===== src/rtl/storage_ram_arbiter_pkg.sv =====
// ---------------------------------------------------------------------------
// storage_ram_arbiter_pkg
// Shared types and constants for the StorageRam arbiter:
//   arb_state_e : arbiter FSM states (idle, owned by port 0, owned by port 1)
//   owner_t     : 1-bit requester tag (0 = port 0, 1 = port 1)
//   RD_LATENCY  : cycles from read grant to rvalid/rdata
//   tie_pick()  : winner selection when no burst or handover rule applies
// ---------------------------------------------------------------------------
package storage_ram_arbiter_pkg;

    typedef enum logic [1:0] {
        ST_IDLE = 2'd0,
        ST_OWN0 = 2'd1,
        ST_OWN1 = 2'd2
    } arb_state_e;

    typedef logic owner_t;

    localparam int RD_LATENCY = 2;

    // A single requester always wins; on a tie the preferred port wins.
    function automatic owner_t tie_pick(input logic req0, input logic req1, input owner_t pref);
        owner_t w;
        if (req0 && req1) begin
            w = pref;
        end else if (req0) begin
            w = 1'b0;
        end else begin
            w = 1'b1;
        end
        return w;
    endfunction

endpackage


===== src/rtl/storage_ram_arbiter_if.sv =====
// ---------------------------------------------------------------------------
// storage_ram_arbiter_if
// Requester-side bus of the StorageRam arbiter.
//   req/lock/we/addr/wdata per port : requester -> arbiter
//   gnt/rvalid per port, rdata      : arbiter -> requesters
// Modports: master = requester side, slave = arbiter side.
// ---------------------------------------------------------------------------
interface storage_ram_arbiter_if #(
    parameter int DATA_WIDTH = 16,
    parameter int ADDR_WIDTH = 16
);
    logic                  req0;
    logic                  req1;
    logic                  lock0;
    logic                  lock1;
    logic                  we0;
    logic                  we1;
    logic [ADDR_WIDTH-1:0] addr0;
    logic [ADDR_WIDTH-1:0] addr1;
    logic [DATA_WIDTH-1:0] wdata0;
    logic [DATA_WIDTH-1:0] wdata1;
    logic                  gnt0;
    logic                  gnt1;
    logic                  rvalid0;
    logic                  rvalid1;
    logic [DATA_WIDTH-1:0] rdata;

    modport master (
        output req0, req1, lock0, lock1, we0, we1, addr0, addr1, wdata0, wdata1,
        input  gnt0, gnt1, rvalid0, rvalid1, rdata
    );

    modport slave (
        input  req0, req1, lock0, lock1, we0, we1, addr0, addr1, wdata0, wdata1,
        output gnt0, gnt1, rvalid0, rvalid1, rdata
    );
endinterface


===== src/rtl/storage_ram_rd_pipe.sv =====
// ---------------------------------------------------------------------------
// storage_ram_rd_pipe
// Read-response pipeline: tags each granted read with its owner, waits for
// the RAM's one-cycle q latency, then registers q into the shared rdata and
// pulses the owner's rvalid (RD_LATENCY = 2 cycles after the grant).
// Ports:
//   clk, rst_n          : clock, async active-low reset
//   rd_start_i          : a read is granted this cycle
//   rd_owner_i          : owner of that read
//   ram_q_i             : RAM output, valid the cycle after the address
//   rvalid0_o/rvalid1_o : one-cycle read-valid pulse per port
//   rdata_o             : registered read data, holds when no rvalid
// ---------------------------------------------------------------------------
module storage_ram_rd_pipe
    import storage_ram_arbiter_pkg::*;
#(
    parameter int DATA_WIDTH = 16
) (
    input  logic                  clk,
    input  logic                  rst_n,
    input  logic                  rd_start_i,
    input  owner_t                rd_owner_i,
    input  logic [DATA_WIDTH-1:0] ram_q_i,
    output logic                  rvalid0_o,
    output logic                  rvalid1_o,
    output logic [DATA_WIDTH-1:0] rdata_o
);

    logic                  s1_valid_q, s1_valid_d;
    owner_t                s1_owner_q, s1_owner_d;
    logic                  rvalid0_q, rvalid0_d;
    logic                  rvalid1_q, rvalid1_d;
    logic [DATA_WIDTH-1:0] rdata_q, rdata_d;

    // Next-state for the tag stage and the response stage.
    always_comb begin
        s1_valid_d = rd_start_i;
        s1_owner_d = rd_owner_i;
        rvalid0_d  = s1_valid_q & ~s1_owner_q;
        rvalid1_d  = s1_valid_q & s1_owner_q;
        if (s1_valid_q) begin
            rdata_d = ram_q_i;
        end else begin
            rdata_d = rdata_q;
        end
    end

    // Pipeline registers; reset drops any read still in flight.
    always_ff @(posedge clk or negedge rst_n) begin
        if (!rst_n) begin
            s1_valid_q <= 1'b0;
            s1_owner_q <= 1'b0;
            rvalid0_q  <= 1'b0;
            rvalid1_q  <= 1'b0;
            rdata_q    <= {DATA_WIDTH{1'b0}};
        end else begin
            s1_valid_q <= s1_valid_d;
            s1_owner_q <= s1_owner_d;
            rvalid0_q  <= rvalid0_d;
            rvalid1_q  <= rvalid1_d;
            rdata_q    <= rdata_d;
        end
    end

    assign rvalid0_o = rvalid0_q;
    assign rvalid1_o = rvalid1_q;
    assign rdata_o   = rdata_q;

endmodule


===== src/rtl/storage_ram_arbiter.sv =====
// ---------------------------------------------------------------------------
// storage_ram_arbiter
// Shares one single-port StorageRam between two requesters. Per-cycle
// arbitration with optional burst lock (up to MAX_BURST consecutive grants),
// forwards the winner's access to the RAM, returns read data after 2 cycles.
// Build option: STORAGE_ARB_RR_EN -- round-robin on ties (winner is the port
// that was not granted last); undefined -> port 0 wins all ties.
// Ports:
//   clk, rst_n         : clock, async active-low reset
//   bus (slave)        : requester handshake, grants, read responses
//   ram_addr/data/we   : to RAM; addr/data hold last value when idle
//   ram_q              : from RAM, valid the cycle after the address
// ---------------------------------------------------------------------------
module storage_ram_arbiter
    import storage_ram_arbiter_pkg::*;
#(
    parameter int DATA_WIDTH = 16,
    parameter int ADDR_WIDTH = 16,
    parameter int MAX_BURST  = 8
) (
    input  logic                  clk,
    input  logic                  rst_n,
    storage_ram_arbiter_if.slave  bus,
    output logic [ADDR_WIDTH-1:0] ram_addr,
    output logic [DATA_WIDTH-1:0] ram_data,
    output logic                  ram_we,
    input  logic [DATA_WIDTH-1:0] ram_q
);

    localparam int CNT_W = $clog2(MAX_BURST + 1);
    localparam logic [CNT_W-1:0] MAX_CNT = CNT_W'(MAX_BURST);
    localparam logic [CNT_W-1:0] ONE_CNT = CNT_W'(1);

    arb_state_e            state_q, state_d;
    logic [CNT_W-1:0]      cnt_q, cnt_d;
    logic                  lock_q, lock_d;
    owner_t                last_q, last_d;
    logic [ADDR_WIDTH-1:0] addr_hold_q, addr_hold_d;
    logic [DATA_WIDTH-1:0] data_hold_q, data_hold_d;

    logic                  gnt_any_s;
    logic                  gnt_s;
    owner_t                winner_s;
    owner_t                cur_s;
    owner_t                pref_s;
    logic                  owned_s;
    logic                  req_cur_s;
    logic                  req_oth_s;
    logic                  win_we_s;
    logic [ADDR_WIDTH-1:0] win_addr_s;
    logic [DATA_WIDTH-1:0] win_data_s;

    // Grant decision and FSM / burst-counter next state.
    always_comb begin
        state_d   = state_q;
        cnt_d     = cnt_q;
        lock_d    = lock_q;
        last_d    = last_q;
        gnt_any_s = 1'b0;
        winner_s  = last_q;
`ifdef STORAGE_ARB_RR_EN
        pref_s    = ~last_q;
`else
        pref_s    = 1'b0;
`endif
        case (state_q)
            ST_OWN0: begin
                owned_s = 1'b1;
                cur_s   = 1'b0;
            end
            ST_OWN1: begin
                owned_s = 1'b1;
                cur_s   = 1'b1;
            end
            default: begin
                owned_s = 1'b0;
                cur_s   = 1'b0;
            end
        endcase
        req_cur_s = cur_s ? bus.req1 : bus.req0;
        req_oth_s = cur_s ? bus.req0 : bus.req1;

        if (!(bus.req0 || bus.req1)) begin
            gnt_any_s = 1'b0;
        end else if (owned_s && req_cur_s && lock_q && (cnt_q < MAX_CNT)) begin
            // Locked burst continues.
            gnt_any_s = 1'b1;
            winner_s  = cur_s;
        end else if (owned_s && (cnt_q == MAX_CNT) && req_oth_s) begin
            // Burst limit reached: the waiting port must get a turn.
            gnt_any_s = 1'b1;
            winner_s  = ~cur_s;
        end else begin
            gnt_any_s = 1'b1;
            winner_s  = tie_pick(bus.req0, bus.req1, pref_s);
        end

        if (gnt_any_s) begin
            state_d = winner_s ? ST_OWN1 : ST_OWN0;
            lock_d  = winner_s ? bus.lock1 : bus.lock0;
            last_d  = winner_s;
            if (owned_s && (winner_s == cur_s)) begin
                // Consecutive grant; wraps to 1 when the owner keeps going past the limit.
                cnt_d = (cnt_q == MAX_CNT) ? ONE_CNT : (cnt_q + ONE_CNT);
            end else begin
                cnt_d = ONE_CNT;
            end
        end else begin
            state_d = ST_IDLE;
            lock_d  = 1'b0;
            last_d  = last_q;
            cnt_d   = {CNT_W{1'b0}};
        end
    end

    // Reset gates the grant so every output is quiet while rst_n is low.
    assign gnt_s      = gnt_any_s & rst_n;
    assign bus.gnt0   = gnt_s & ~winner_s;
    assign bus.gnt1   = gnt_s & winner_s;

    assign win_we_s   = winner_s ? bus.we1    : bus.we0;
    assign win_addr_s = winner_s ? bus.addr1  : bus.addr0;
    assign win_data_s = winner_s ? bus.wdata1 : bus.wdata0;

    assign ram_we     = gnt_s & win_we_s;
    assign ram_addr   = gnt_s ? win_addr_s : addr_hold_q;
    assign ram_data   = gnt_s ? win_data_s : data_hold_q;

    // Remember the last driven RAM address/data for idle cycles.
    always_comb begin
        if (gnt_s) begin
            addr_hold_d = win_addr_s;
            data_hold_d = win_data_s;
        end else begin
            addr_hold_d = addr_hold_q;
            data_hold_d = data_hold_q;
        end
    end

    // Arbiter state registers.
    always_ff @(posedge clk or negedge rst_n) begin
        if (!rst_n) begin
            state_q     <= ST_IDLE;
            cnt_q       <= {CNT_W{1'b0}};
            lock_q      <= 1'b0;
            last_q      <= 1'b1;
            addr_hold_q <= {ADDR_WIDTH{1'b0}};
            data_hold_q <= {DATA_WIDTH{1'b0}};
        end else begin
            state_q     <= state_d;
            cnt_q       <= cnt_d;
            lock_q      <= lock_d;
            last_q      <= last_d;
            addr_hold_q <= addr_hold_d;
            data_hold_q <= data_hold_d;
        end
    end

    storage_ram_rd_pipe #(
        .DATA_WIDTH (DATA_WIDTH)
    ) u_rd_pipe (
        .clk        (clk),
        .rst_n      (rst_n),
        .rd_start_i (gnt_s & ~win_we_s),
        .rd_owner_i (winner_s),
        .ram_q_i    (ram_q),
        .rvalid0_o  (bus.rvalid0),
        .rvalid1_o  (bus.rvalid1),
        .rdata_o    (bus.rdata)
    );

endmodule

===== src/flat_wrapper.sv =====
// flat-port wrapper written by rule: the top's interface ports become plain ports
module storage_ram_arbiter_flat import storage_ram_arbiter_pkg::*;
#(
    parameter int DATA_WIDTH = 16,
    parameter int ADDR_WIDTH = 16,
    parameter int MAX_BURST  = 8
)
  (clk, rst_n, ram_addr, ram_data, ram_we, ram_q, bus_req0, bus_req1, bus_lock0, bus_lock1, bus_we0, bus_we1, bus_addr0, bus_addr1, bus_wdata0, bus_wdata1, bus_gnt0, bus_gnt1, bus_rvalid0, bus_rvalid1, bus_rdata);
  storage_ram_arbiter_if #(.DATA_WIDTH(DATA_WIDTH), .ADDR_WIDTH(ADDR_WIDTH)) bus_i ();
  input  logic clk;
  input  logic rst_n;
  output logic [ADDR_WIDTH-1:0] ram_addr;
  output logic [DATA_WIDTH-1:0] ram_data;
  output logic ram_we;
  input  logic [DATA_WIDTH-1:0] ram_q;
  input wire logic [$bits(bus_i.req0)-1:0] bus_req0;
  input wire logic [$bits(bus_i.req1)-1:0] bus_req1;
  input wire logic [$bits(bus_i.lock0)-1:0] bus_lock0;
  input wire logic [$bits(bus_i.lock1)-1:0] bus_lock1;
  input wire logic [$bits(bus_i.we0)-1:0] bus_we0;
  input wire logic [$bits(bus_i.we1)-1:0] bus_we1;
  input wire logic [$bits(bus_i.addr0)-1:0] bus_addr0;
  input wire logic [$bits(bus_i.addr1)-1:0] bus_addr1;
  input wire logic [$bits(bus_i.wdata0)-1:0] bus_wdata0;
  input wire logic [$bits(bus_i.wdata1)-1:0] bus_wdata1;
  output wire logic [$bits(bus_i.gnt0)-1:0] bus_gnt0;
  output wire logic [$bits(bus_i.gnt1)-1:0] bus_gnt1;
  output wire logic [$bits(bus_i.rvalid0)-1:0] bus_rvalid0;
  output wire logic [$bits(bus_i.rvalid1)-1:0] bus_rvalid1;
  output wire logic [$bits(bus_i.rdata)-1:0] bus_rdata;
  assign bus_i.req0 = bus_req0;
  assign bus_i.req1 = bus_req1;
  assign bus_i.lock0 = bus_lock0;
  assign bus_i.lock1 = bus_lock1;
  assign bus_i.we0 = bus_we0;
  assign bus_i.we1 = bus_we1;
  assign bus_i.addr0 = bus_addr0;
  assign bus_i.addr1 = bus_addr1;
  assign bus_i.wdata0 = bus_wdata0;
  assign bus_i.wdata1 = bus_wdata1;
  assign bus_gnt0 = bus_i.gnt0;
  assign bus_gnt1 = bus_i.gnt1;
  assign bus_rvalid0 = bus_i.rvalid0;
  assign bus_rvalid1 = bus_i.rvalid1;
  assign bus_rdata = bus_i.rdata;
  storage_ram_arbiter #(.DATA_WIDTH(DATA_WIDTH), .ADDR_WIDTH(ADDR_WIDTH), .MAX_BURST(MAX_BURST)) u_core (.clk(clk), .rst_n(rst_n), .bus(bus_i), .ram_addr(ram_addr), .ram_data(ram_data), .ram_we(ram_we), .ram_q(ram_q));
endmodule

===== config.mk =====
export PLATFORM = sky130hd
export DESIGN_NAME = storage_ram_arbiter_flat
export DESIGN_NICKNAME = d
export VERILOG_FILES = /design/src/rtl/storage_ram_arbiter_pkg.sv /design/src/rtl/storage_ram_arbiter_if.sv /design/src/rtl/storage_ram_rd_pipe.sv /design/src/rtl/storage_ram_arbiter.sv /design/src/flat_wrapper.sv
export SDC_FILE = /design/constraint.sdc
export NUM_CORES = 1
export LEC_CHECK = 0
export BUFFER_PORTS_ARGS = -buffer_cell sky130_fd_sc_hd__buf_2
export CAP_MARGIN = 20
export CELL_PAD_IN_SITES_DETAIL_PLACEMENT = 0
export CELL_PAD_IN_SITES_GLOBAL_PLACEMENT = 1
export CORE_ASPECT_RATIO = 0.75
export CORE_MARGIN = 3
export CORE_UTILIZATION = 30
export DETAILED_ROUTE_END_ITERATION = 6
export PLACE_DENSITY = 0.77
export SLEW_MARGIN = 20
export SYNTH_ARGS = -nofsm -noshare
export SYNTH_HDL_FRONTEND = slang
export SYNTH_SLANG_ARGS = --single-unit

===== constraint.sdc =====
create_clock -name clk -period 3.7 [get_ports clk]
set_input_delay 0.74 -clock clk [delete_from_list [all_inputs] [get_ports clk]]
set_output_delay 0.74 -clock clk [all_outputs]
set_load 0.02 [all_outputs]

==> results.md, run 1 <==
* Vias in the first global route at 2,081
* DR pass1 iterations at 4
* Worst Setup End Kind: primary output
* Placement-stage cell area at 3461 um2
* Area delta synth->final at 41.88%
* Reg-to-reg critical path startpoint: u_core.cnt_q[0]$_DFF_PN0_
* Core area at 8563 um2
* Die area at 10,090 um2
* Design Area, Final at 3794 um2
* Layout Utilization at 0.4430
* Period Utilization, post-route at 0.8433
* CP Cell Sequence: inv_1, ha_1, nand4bb_4, a21o_2, a21oi_4, buf_4, a221o_1, buf_2
* Max cap viols at 0
* Sw Ratio at 0.2637
* Design Power at 2182 uW
* Ant. Diodes at 0
* Seq pwr share at 0.362
* Setup bufs post-CTS at 0
* Min Tclk post-route at 3.120 ns
* Clock Path Buffers at 2
* Largest net degree at the start of global routing at 58
* RSZ-0062 raised after global routing: false
* Clock power frac at 0.428
* Pint at 1607 uW
* Min-Delay Path Class: input pin to asynchronous set/reset pin
* Comb power frac at 0.211
* Layout Nets at 443
* Pins over their slew limit at 0
* Final Wtd Congestion at 0.7041
* Post-DP HPWL at 4986 um
* First-pass GRT wire length at 10,350 um
* Worst setup SP type: register
* Largest area contributor in the netlist: dfrtp_1
* Place WS at 0.8638 ns
* Top cells by area, synth: dfrtp_1 (55%), a221o_1 (12%), and2_1 (7.7%)
* IO Count at 141
* Final hold violations at 0
* Syn_area_per_cell at 12.85 um2
* Clock skew at 0.005016 ns
* Critical path type: register to primary output
* Reg2Reg Setup Slack at 1.75 ns
* Post-CTS Resized at 0
* Post-route setup TNS at 0 ns
* Critical R2R Capture: u_core.data_hold_q[14]$_DFF_PN0_
* Req. time, crit path at 2.96 ns
* Antenna violations before repair at 0
* Crit path to: ram_data[14]
* Drt initial violations at 117
* Yosys top cell area share at 0.5522
* Slowest stage delay, CP at 0.40 ns
* Slowest cell on crit path: dfrtp_1
* Vias at 2,198
* Power density over the cells at 575.2 nW/um2
* Status: finished clean
* Starting density of the core at 0.3122
* Setup ws final at 0.5796 ns
* Num Clock Sinks at 60
* Die span in y at 87.76 um
* Synth cell count leaders: dfrtp_1 (59), and2_1 (33), a221o_1 (32), mux2_2 (17), nor2_1 (7)
* Fillers at 806
* Ratio of cells with drive above 1 in the final layout at 0.5169
* Ys async rst share at 1.000
* Post-route ant nets at 0
* Worst vdd rail ir drop at 0.0003350 V
* Most instantiated library cell after synthesis: dfrtp_1
* DRC viols at 0
* P_leak at 0.001893 uW
* Critical Path Source: u_core.cnt_q[0]$_DFF_PN0_
* Psw at 575.5 uW
* Yosys Warn Count at 0
* Worst-skew pair later-pin latency at 0.32 ns
* Synth Cell Area at 2674 um2
* Total grt overflow at 0
* I/O Buffers at 140
* Worst path arrival time at 2.38 ns
* Synth cell types at 35
* Clock-pin slew on the worst setup and hold paths at 0.05 ns
* Post-synth EDFFs at 0
* Net Count, Synth at 300
* Synth Instances at 208
* Die X at 115.0 um
* CTS Hold Buffers Added at 0
* Wire per inst at 14.48 um
* Max FO, Critical Path at 33
* Drt total wl at 6718 um
* Fmax at 320.5 MHz
* Worst slew pin tran at 0.7268 ns
* Max_slew headroom at 0.5155
* TritonCTS clock tree: yes
* # setup viols final at 0
* CTS Root Cell: clkbuf_16
* Htree depth at 3
* #FFs+latches synth at 60
* DR vias/cell at 4.737
* CTS Buf Count at 9
* Depth of the most critical reg-to-reg path at 7
* Primary FF master, synth: dfrtp_1
* Register area share after synthesis at 0.5620
* # rows at 29
* Gr usage total at 0.1332
## registers in the layout, summed over array words and instances (netlist names)
| register | cells |
|---|---|
| u_core.u_rd_pipe.rvalid1_o | 1 |
| u_core.u_rd_pipe.rdata_o | 16 |
| u_core.u_rd_pipe.s1_owner_q | 1 |
| u_core.addr_hold_q | 16 |
| u_core.lock_q | 1 |
| u_core.state_q | 2 |
| u_core.data_hold_q | 16 |
| u_core.last_q | 1 |
| u_core.u_rd_pipe.rvalid0_o | 1 |
| u_core.u_rd_pipe.s1_valid_q | 1 |
| u_core.cnt_q | 4 |
## how the worst min path moves through the flow
| stage | slack, ns | from | cells after the start | end |
|---|---|---|---|---|
| after floorplan | 0.39 | u_core.u_rd_pipe.s1_owner_q$_DFF_PN0_ | 1 | u_core.u_rd_pipe.rvalid0_o$_DFF_PN0_ |
| after global placement | 0.40 | u_core.u_rd_pipe.s1_owner_q$_DFF_PN0_ | 1 | u_core.u_rd_pipe.rvalid0_o$_DFF_PN0_ |
| after detailed placement | 0.42 | u_core.u_rd_pipe.s1_owner_q$_DFF_PN0_ | 1 | u_core.u_rd_pipe.rvalid0_o$_DFF_PN0_ |
| after CTS | 0.23 | rst_n | 1 | u_core.state_q[1]$_DFF_PN0_ |
| after global routing | 0.24 | rst_n | 1 | u_core.state_q[0]$_DFF_PN0_ |
| final | 0.24 | rst_n | 1 | u_core.state_q[1]$_DFF_PN0_ |
## worst max-delay path, delay by kind of cell (launching register included)
kind            cells  cell delay [ns]
simple gates        1             0.16
buf+inv             3             0.60
compound gates      3             0.63
fa+ha+maj           1             0.26
flops               1             0.40
## cell type report
cell class,count,area (um2),share of cell area
sequential,60,1503,0.3961
multi-input combinational,130,1070,0.2820
timing repair buffer,144,730.7,0.1926
clock buffer,11,232.7,0.06135
tap,108,135.1,0.03562
clock inverter,5,100.1,0.02639
inverter,6,22.52,0.005937
## power groups by stage
stage          Combinational (uW)  Clock [uW]  Sequential (uW)
5_1_grt                       502         993              801
3_3_place_gp                  459           0              798
6_report                      460         933              789
4_1_cts                       467         959              790
2_1_floorplan                 238           0              846
3_5_place_dp                  465           0              801
## cell usage in the layout (no fill, tap or decap), types with 3 or more instances in the layout
master / Yosys / final
a21oi_1: 4 / 4
a221o_1: 32 / 32
and2_1: 33 / 33
buf_2: 0 / 140
buf_4: 2 / 4
bufinv_16: 0 / 3
clkbuf_16: 0 / 9
dfrtp_1: 59 / 59
ha_1: 4 / 4
inv_1: 6 / 6
mux2_2: 17 / 17
nand2_1: 6 / 6
nor2_1: 7 / 7
## layer usage
metal / global-route usage / vias to the layer above / wire length (um)
met2: 0.2006 / 91 / 3111
met4: 0.03518 / 0 / 61
li1: - / 1051 / -
met5: 0 / - / 0
met1: 0.1708 / 1050 / 2885
met3: 0.06699 / 6 / 660
## per-stage QoR
| stage | hold slack [ns] | cells |
|---|---|---|
| floorplan | 0.3947 | 208 |
| finish | 0.2449 | 464 |
| detailed placement | 0.4162 | 448 |
| global route | 0.2359 | 464 |
| global placement | 0.4004 | 448 |
| CTS | 0.2344 | 464 |
## cells by family (layout without fill, tap and decap cells)
logic type,count (synthesis),in the layout,share of synthesized area
buffers and inverters,18,166,0.03930
XOR/XNOR,1,1,0.003276
flip-flops,60,60,0.5620
AO/OA/AOI/OAI,50,50,0.1717
multiplexers,17,17,0.07159
AND/OR/NAND/NOR,58,58,0.1334
adder cells (fa/ha/maj),4,4,0.01872
(Power assumes the default switching activity.)
==> inputs of run 2 (changes only) <==
--- a/config.mk
+++ b/config.mk
@@ -13,7 +13,7 @@
 export CORE_MARGIN = 3
 export CORE_UTILIZATION = 30
 export DETAILED_ROUTE_END_ITERATION = 6
-export PLACE_DENSITY = 0.77
+export PLACE_DENSITY = 0.8
 export SLEW_MARGIN = 20
 export SYNTH_ARGS = -nofsm -noshare
 export SYNTH_HDL_FRONTEND = slang
==> constraint.sdc (replaced) <==
create_clock -name clk -period 2.55 [get_ports clk]
set_input_delay 0.51 -clock clk [delete_from_list [all_inputs] [get_ports clk]]
set_output_delay 0.51 -clock clk [all_outputs]
set_load 0.02 [all_outputs]
==> run 2 against run 1 <==
Compared with the run above: the run now ends with setup timing left; design area rose by 9.9%; sequential share of layout area shrank 3.6 points; core utilization increased by 4.4 points; highest routed layer unchanged; register-to-register slack got worse by 1.2 ns; sequential cell count did not move; largest power group is now sequential cells; worst hold slack lost 0.034 ns; via count up 4.7%; die area is the same; worst setup slack got worse by 0.70 ns.
==> results.md, run 2 (synthesis results as in run 1) <==
* Status: finished with violations (was finished clean)
* Failing checks: setup timing
* Commonest non-fill, non-tap cell in the layout: buf_2 (unchanged)
* I/O Buffers at 140 (unchanged)
* Most used cell, CP: a21oi_2
* First-pass GRT wire length at 10,960 um (was 10,350 um)
* Commonest non-fill, non-tap cells in the layout: buf_2 (108), dfrtp_1 (59), and2_1 (33), buf_6 (33), a221o_1 (32) (was buf_2 (140), dfrtp_1 (59), and2_1 (33))
* Max_slew headroom at 0.5504 (was 0.5155)
* Place WS at 0.1721 ns (was 0.8638 ns)
* P_leak at 0.002029 uW (was 0.001893 uW)
* Post-DP HPWL at 4908 um (was 4986 um)
* Critical R2R Capture: u_core.addr_hold_q[4]$_DFF_PN0_ (was u_core.data_hold_q[14]$_DFF_PN0_)
* Power density over the cells at 750.2 nW/um2 (was 575.2 nW/um2)
* Worst Setup End Kind: primary output (unchanged)
* Critical path type: register to primary output (unchanged)
* Reg2Reg Setup Slack at 0.51 ns (was 1.75 ns)
* Area delta synth->final at 55.87% (was 41.88%)
* Setup ws final at -0.1192 ns (was 0.5796 ns)
* RSZ-0062 raised after global routing: true (was false)
* Fmax at 374.6 MHz
* Wire per inst at 15.23 um (was 14.48 um)
* Req. time, crit path at 2.04 ns (was 2.96 ns)
* Vias at 2,301 (was 2,198)
* Worst vdd rail ir drop at 0.0003309 V (was 0.0003350 V)
* Min-Delay Path Class: input pin to asynchronous set/reset pin (unchanged)
* Design Power at 3127 uW (was 2182 uW)
* Core area at 8563 um2 (unchanged)
* Ant. Diodes at 0 (unchanged)
* Layout Nets at 463 (was 443)
* Die X at 115.0 um (unchanged)
* Clock-pin slew on the worst setup and hold paths at 0.05 ns (about the same)
* Post-route ant nets at 0 (unchanged)
* Delay-heaviest family, CP: compound AO/OA/AOI/OAI gates (unchanged)
* Largest net degree at the start of global routing at 46 (was 58)
* Min Tclk post-route at 2.669 ns
* Clock Path Buffers at 2 (unchanged)
* Worst-skew pair later-pin latency at 0.31 ns (was 0.32 ns)
* Final hold violations at 0 (unchanged)
* Levels on crit path at 7 (was 8)
* DR vias/cell at 4.754 (was 4.737)
* Period Utilization, post-route at 1.047
* Buffer and inverter count on the worst path at 2 (was 3)
* Slowest cell on crit path: dfrtp_1 (unchanged)
* Drt initial violations at 118 (was 117)
* Max FO, Critical Path at 33 (unchanged)
* CTS Buf Count at 9 (unchanged)
* Final Wtd Congestion at 0.7781 (was 0.7041)
* Clock skew at 0.006345 ns (was 0.005016 ns)
* Hold slack at 0.2107 ns (was 0.2449 ns)
* IO Count at 141 (unchanged)
* Num Clock Sinks at 60 (unchanged)
* Slowest stage delay, CP at 0.41 ns (was 0.40 ns)
* DR pass1 iterations at 4 (unchanged)
* # setup viols final at 32 (was 0)
* Htree depth at 3 (unchanged)
* Gr usage total at 0.1395 (was 0.1332)
* DRC viols at 0 (unchanged)
* Worst path arrival time at 2.16 ns (was 2.38 ns)
* Drt total wl at 7372 um (was 6718 um)
* Die span in y at 87.76 um (unchanged)
* Fillers at 776 (was 806)
* CP Cell Sequence: ha_2, nand4bb_4, a21oi_2, a21oi_2, buf_12, a221o_1, buf_6 (was inv_1, ha_1, nand4bb_4, a21o_2, a21oi_4, buf_4, a221o_1, buf_2)
* # rows at 29 (unchanged)
* Die area at 10,090 um2 (unchanged)
* Ratio of cells with drive above 1 in the final layout at 0.5585 (was 0.5169)
* TritonCTS clock tree: yes (unchanged)
* CTS Root Cell: clkbuf_16 (unchanged)
* Starting density of the core at 0.3122 (unchanged)
* Pins over their slew limit at 0 (unchanged)
* Worst setup SP type: register (unchanged)
* Antenna violations before repair at 0 (unchanged)
* Total grt overflow at 0 (unchanged)
* Worst slew pin tran at 0.6743 ns (was 0.7268 ns)
* Depth of the most critical reg-to-reg path at 8 (was 7)
* Vias in the first global route at 2,194 (was 2,081)
* Max cap viols at 0 (unchanged)
* Reg-to-reg critical path startpoint: u_core.state_q[1]$_DFF_PN0_ (was u_core.cnt_q[0]$_DFF_PN0_)
==> run 2: how the worst max path moves through the flow <==
stage	start	endpoint	slack, ns
detailed placement	u_core.cnt_q[0]$_DFF_PN0_	ram_data[14]	0.17
floorplan	u_core.cnt_q[0]$_DFF_PN0_	ram_addr[0]	0.34
global route	u_core.state_q[1]$_DFF_PN0_	ram_addr[2]	-0.18
CTS	u_core.state_q[0]$_DFF_PN0_	ram_addr[2]	-0.11
global placement	u_core.state_q[0]$_DFF_PN0_	ram_we	0.21
finish	u_core.state_q[1]$_DFF_PN0_	ram_addr[2]	-0.12
==> run 2: per-stage QoR <==
stage	instance area (um2)	setup TNS, ns	instances	utilization
floorplan	2674	0	208	-
global placement	3493	0	449	0.4079
detailed placement	3493	0	449	0.4079
CTS	4003	-3.368	475	0.4674
global route	4168	-5.278	484	0.4867
finish	4168	-2.775	484	0.4867
==> run 2: routing by layer <==
metal | GRT usage | share of wire
met1 | 0.1823 | 0.44
met3 | 0.05249 | 0.084
met2 | 0.2132 | 0.47
met5 | 0 | 0
met4 | 0.05011 | 0.014
==> run 2: power breakdown <==
group,internal [uW],total [uW],switching (uW)
clock,750,1140,395
sequential,1090,1150,53.4
combinational,419,836,416
==> run 2: cell type report <==
type / instances / area [um2] / area share
Sequential cell: 60 / 1503 / 0.3606
Timing Repair Buffer: 164 / 1117 / 0.2681
Clock inverter: 5 / 52.55 / 0.01261
Inverter: 6 / 22.52 / 0.005404
Clock buffer: 11 / 232.7 / 0.05584
Tap cell: 108 / 135.1 / 0.03242
Multi-Input combinational cell: 130 / 1105 / 0.2651
==> run 2: what timing repair did <==
action                     in CTS  in global routing
hold buffers                    0                  0
pin swaps                       6                 24
setup buffers                   8                 12
setup endpoints to repair      33                 34
resized for setup              40                 42
gates cloned                    2                  0
==> inputs of run 3 (changes only) <==
--- a/config.mk
+++ b/config.mk
@@ -7,13 +7,11 @@
 export LEC_CHECK = 0
 export BUFFER_PORTS_ARGS = -buffer_cell sky130_fd_sc_hd__buf_2
 export CAP_MARGIN = 20
-export CELL_PAD_IN_SITES_DETAIL_PLACEMENT = 0
-export CELL_PAD_IN_SITES_GLOBAL_PLACEMENT = 1
 export CORE_ASPECT_RATIO = 0.75
 export CORE_MARGIN = 3
 export CORE_UTILIZATION = 30
 export DETAILED_ROUTE_END_ITERATION = 6
-export PLACE_DENSITY = 0.8
+export PLACE_DENSITY = 0.64
 export SLEW_MARGIN = 20
 export SYNTH_ARGS = -nofsm -noshare
 export SYNTH_HDL_FRONTEND = slang
==> run 3 against run 2 <==
Compared with the run above: the flow still finishes with violations (setup timing); critical path depth grew 1; maximum frequency about the same; via count grew 1.8%; clock skew decreased by 0.0033 ns; core utilization is 2.1 points higher; critical endpoint is now ram_addr[6]; largest cell class unchanged; largest power group is now clock.
==> results.md, run 3 (synthesis results as in run 1) <==
* Status: finished with violations (unchanged)
* Failing checks: setup timing (unchanged)
* Hold slack at 0.03958 ns (was 0.2107 ns)
* Post-DP HPWL at 4942 um (was 4908 um)
* CP Cell Sequence: ha_2, nand4bb_4, a21o_4, a21oi_4, buf_4, buf_16, a221o_1, buf_4 (was ha_2, nand4bb_4, a21oi_2, a21oi_2, buf_12, a221o_1, buf_6)
* Buffer and inverter count on the worst path at 3 (was 2)
* Wire per inst at 15.46 um (was 15.23 um)
* Largest net degree at the start of global routing at 43 (was 46)
* Area delta synth->final at 62.70% (was 55.87%)
* Die X at 115.0 um (unchanged)
* Clock-pin slew on the worst setup and hold paths at 0.05 ns (about the same)
* IO Count at 141 (unchanged)
* DRC viols at 0 (unchanged)
* DR vias/cell at 4.753 (was 4.754)
* RSZ-0062 raised after global routing: true (unchanged)
* Req. time, crit path at 2.04 ns (about the same)
* Most used cell, CP: buf_4 (was a21oi_2)
* Post-Layout Cell Count at 493 (was 484)
* Max FO, Critical Path at 8 (was 33)
* First-pass GRT wire length at 11,640 um (was 10,960 um)
* Num Clock Sinks at 60 (unchanged)
* Slowest stage delay, CP at 0.39 ns (was 0.41 ns)
* Layout Utilization at 0.5080 (was 0.4867)
* Comb power frac at 0.258 (was 0.267)
* Post-route setup TNS at -3.295 ns (was -2.775 ns)
* Min-Delay Path Class: input pin to asynchronous set/reset pin (unchanged)
* Fmax at 374.5 MHz (was 374.6 MHz)
* Drt initial violations at 136 (was 118)
* TritonCTS clock tree: yes (unchanged)
* Clock power frac at 0.390 (was 0.366)
* Critical path type: register to primary output (unchanged)
* Drt total wl at 7621 um (was 7372 um)
* Worst Setup End Kind: primary output (unchanged)
* Min Tclk post-route at 2.670 ns (was 2.669 ns)
* Clock skew at 0.003072 ns (was 0.006345 ns)
* Depth of the most critical reg-to-reg path at 8 (unchanged)
* # rows at 29 (unchanged)
* DR pass1 iterations at 4 (unchanged)
* Max cap viols at 0 (unchanged)
* Pint at 2390 uW (was 2262 uW)
* Max_slew headroom at 0.5499 (was 0.5504)
* Vias in the first global route at 2,362 (was 2,194)
* Ratio of cells with drive above 1 in the final layout at 0.5818 (was 0.5585)
* CTS Hold Buffers Added at 0 (unchanged)
* I/O Buffers at 140 (unchanged)
* Power density over the cells at 749.2 nW/um2 (was 750.2 nW/um2)
* Delay-heaviest family, CP: compound AO/OA/AOI/OAI gates (unchanged)
* Ant. Diodes at 0 (unchanged)
* Setup ws final at -0.1201 ns (was -0.1192 ns)
* Commonest non-fill, non-tap cell in the layout: buf_2 (unchanged)
* Antenna violations before repair at 0 (unchanged)
* Vias at 2,343 (was 2,301)
* Seq pwr share at 0.352 (was 0.367)
* Total grt overflow at 0 (unchanged)
* Levels on crit path at 8 (was 7)
* Pins over their slew limit at 0 (unchanged)
* Period Utilization, post-route at 1.047 (about the same)
* Clock Path Buffers at 2 (unchanged)
* Layout Nets at 472 (was 463)
* Htree depth at 3 (unchanged)
* # setup viols final at 33 (was 32)
* Slowest cell on crit path: dfrtp_1 (unchanged)
* Dpl cells at 450 (was 449)
* Worst-skew pair later-pin latency at 0.32 ns (was 0.31 ns)
* Psw at 869.7 uW (was 864.7 uW)
* Core area at 8563 um2 (unchanged)
* Final hold violations at 0 (unchanged)
* Worst slew pin tran at 0.6752 ns (was 0.6743 ns)
* Gr usage total at 0.1508 (was 0.1395)
* Die area at 10,090 um2 (unchanged)
* Sw Ratio at 0.2668 (was 0.2765)
* Worst path arrival time at 2.16 ns (about the same)
* Worst vdd rail ir drop at 0.0004117 V (was 0.0003309 V)
* Final Wtd Congestion at 0.7836 (was 0.7781)
* CTS Buf Count at 9 (unchanged)
* Commonest non-fill, non-tap cells in the layout: buf_2 (106), dfrtp_1 (58), buf_4 (34) (was buf_2 (108), dfrtp_1 (59), and2_1 (33), buf_6 (33), a221o_1 (32))
* P_leak at 0.002108 uW (was 0.002029 uW)
* Die span in y at 87.76 um (unchanged)
* Worst setup SP type: register (unchanged)
* CTS Root Cell: clkbuf_16 (unchanged)
* Starting density of the core at 0.3122 (unchanged)
* Post-route ant nets at 0 (unchanged)
run 3: cell types whose count changed in the layout (fill, tap and decap cells not counted), moves of 2 or more:
cell	before	now
buf_16	0	4
buf_2	108	106
buf_4	20	34
buf_6	33	27
run 3: per-stage QoR:
| step | instance area, um2 | worst slack, ns | power, uW |
|---|---|---|---|
| 2_1_floorplan | 2674 | 0.3400 | 1573 |
| 3_3_place_gp | 3501 | 0.1942 | 1834 |
| 3_5_place_dp | 3501 | 0.1583 | 1845 |
| 4_1_cts | 4280 | -0.1306 | 3298 |
| 5_1_grt | 4350 | -0.2365 | 3418 |
| 6_report | 4350 | -0.1201 | 3259 |
run 3: area by class of cell:
class	instances	area, um2
clock buffers	11	242.7
clock inverters	5	75.07
fillers	771	4213
inverters	6	22.52
multi-input cells	130	1131
flip-flops and latches	60	1504
well taps	108	135.1
repair buffers	173	1240
run 3: worst paths after layout:
path / start / endpoint / slack [ns]
max: u_core.state_q[1]$_DFF_PN0_ / ram_addr[6] / -0.12
min: rst_n / u_core.cnt_q[3]$_DFF_PN0_ / 0.04
max reg2reg: u_core.state_q[1]$_DFF_PN0_ / u_core.data_hold_q[14]$_DFF_PN0_ / 0.52
min reg2reg: u_core.u_rd_pipe.s1_owner_q$_DFF_PN0_ / u_core.u_rd_pipe.rvalid0_o$_DFF_PN0_ / 0.41
max in group asynchronous: rst_n / u_core.last_q$_DFFE_PN1N_ / 1.71
min in group clk: bus_lock1 / u_core.lock_q$_DFF_PN0_ / 0.41
run 3: per-layer routing:
metal,GRT usage,up-vias,share of wire
li1,-,1115,-
met1,0.1976,1109,0.44
met2,0.2264,109,0.45
met3,0.06077,10,0.091
met4,0.05437,0,0.012
met5,0,-,0
run 3: repair_timing:
action	CTS	global route
pin swaps	21	6
gates resized for setup	72	8
cloned	4	0
endpoints found under the setup margin	34	34
setup buffers	19	4
run 3: power groups by stage:
| stage | registers [uW] | clock network [uW] | logic [uW] |
|---|---|---|---|
| after CTS | 1150 | 1310 | 836 |
| after detailed placement | 1160 | 0 | 682 |
| after global placement | 1160 | 0 | 676 |
| final | 1150 | 1270 | 842 |
| after global routing | 1160 | 1350 | 905 |
| after floorplan | 1230 | 0 | 346 |
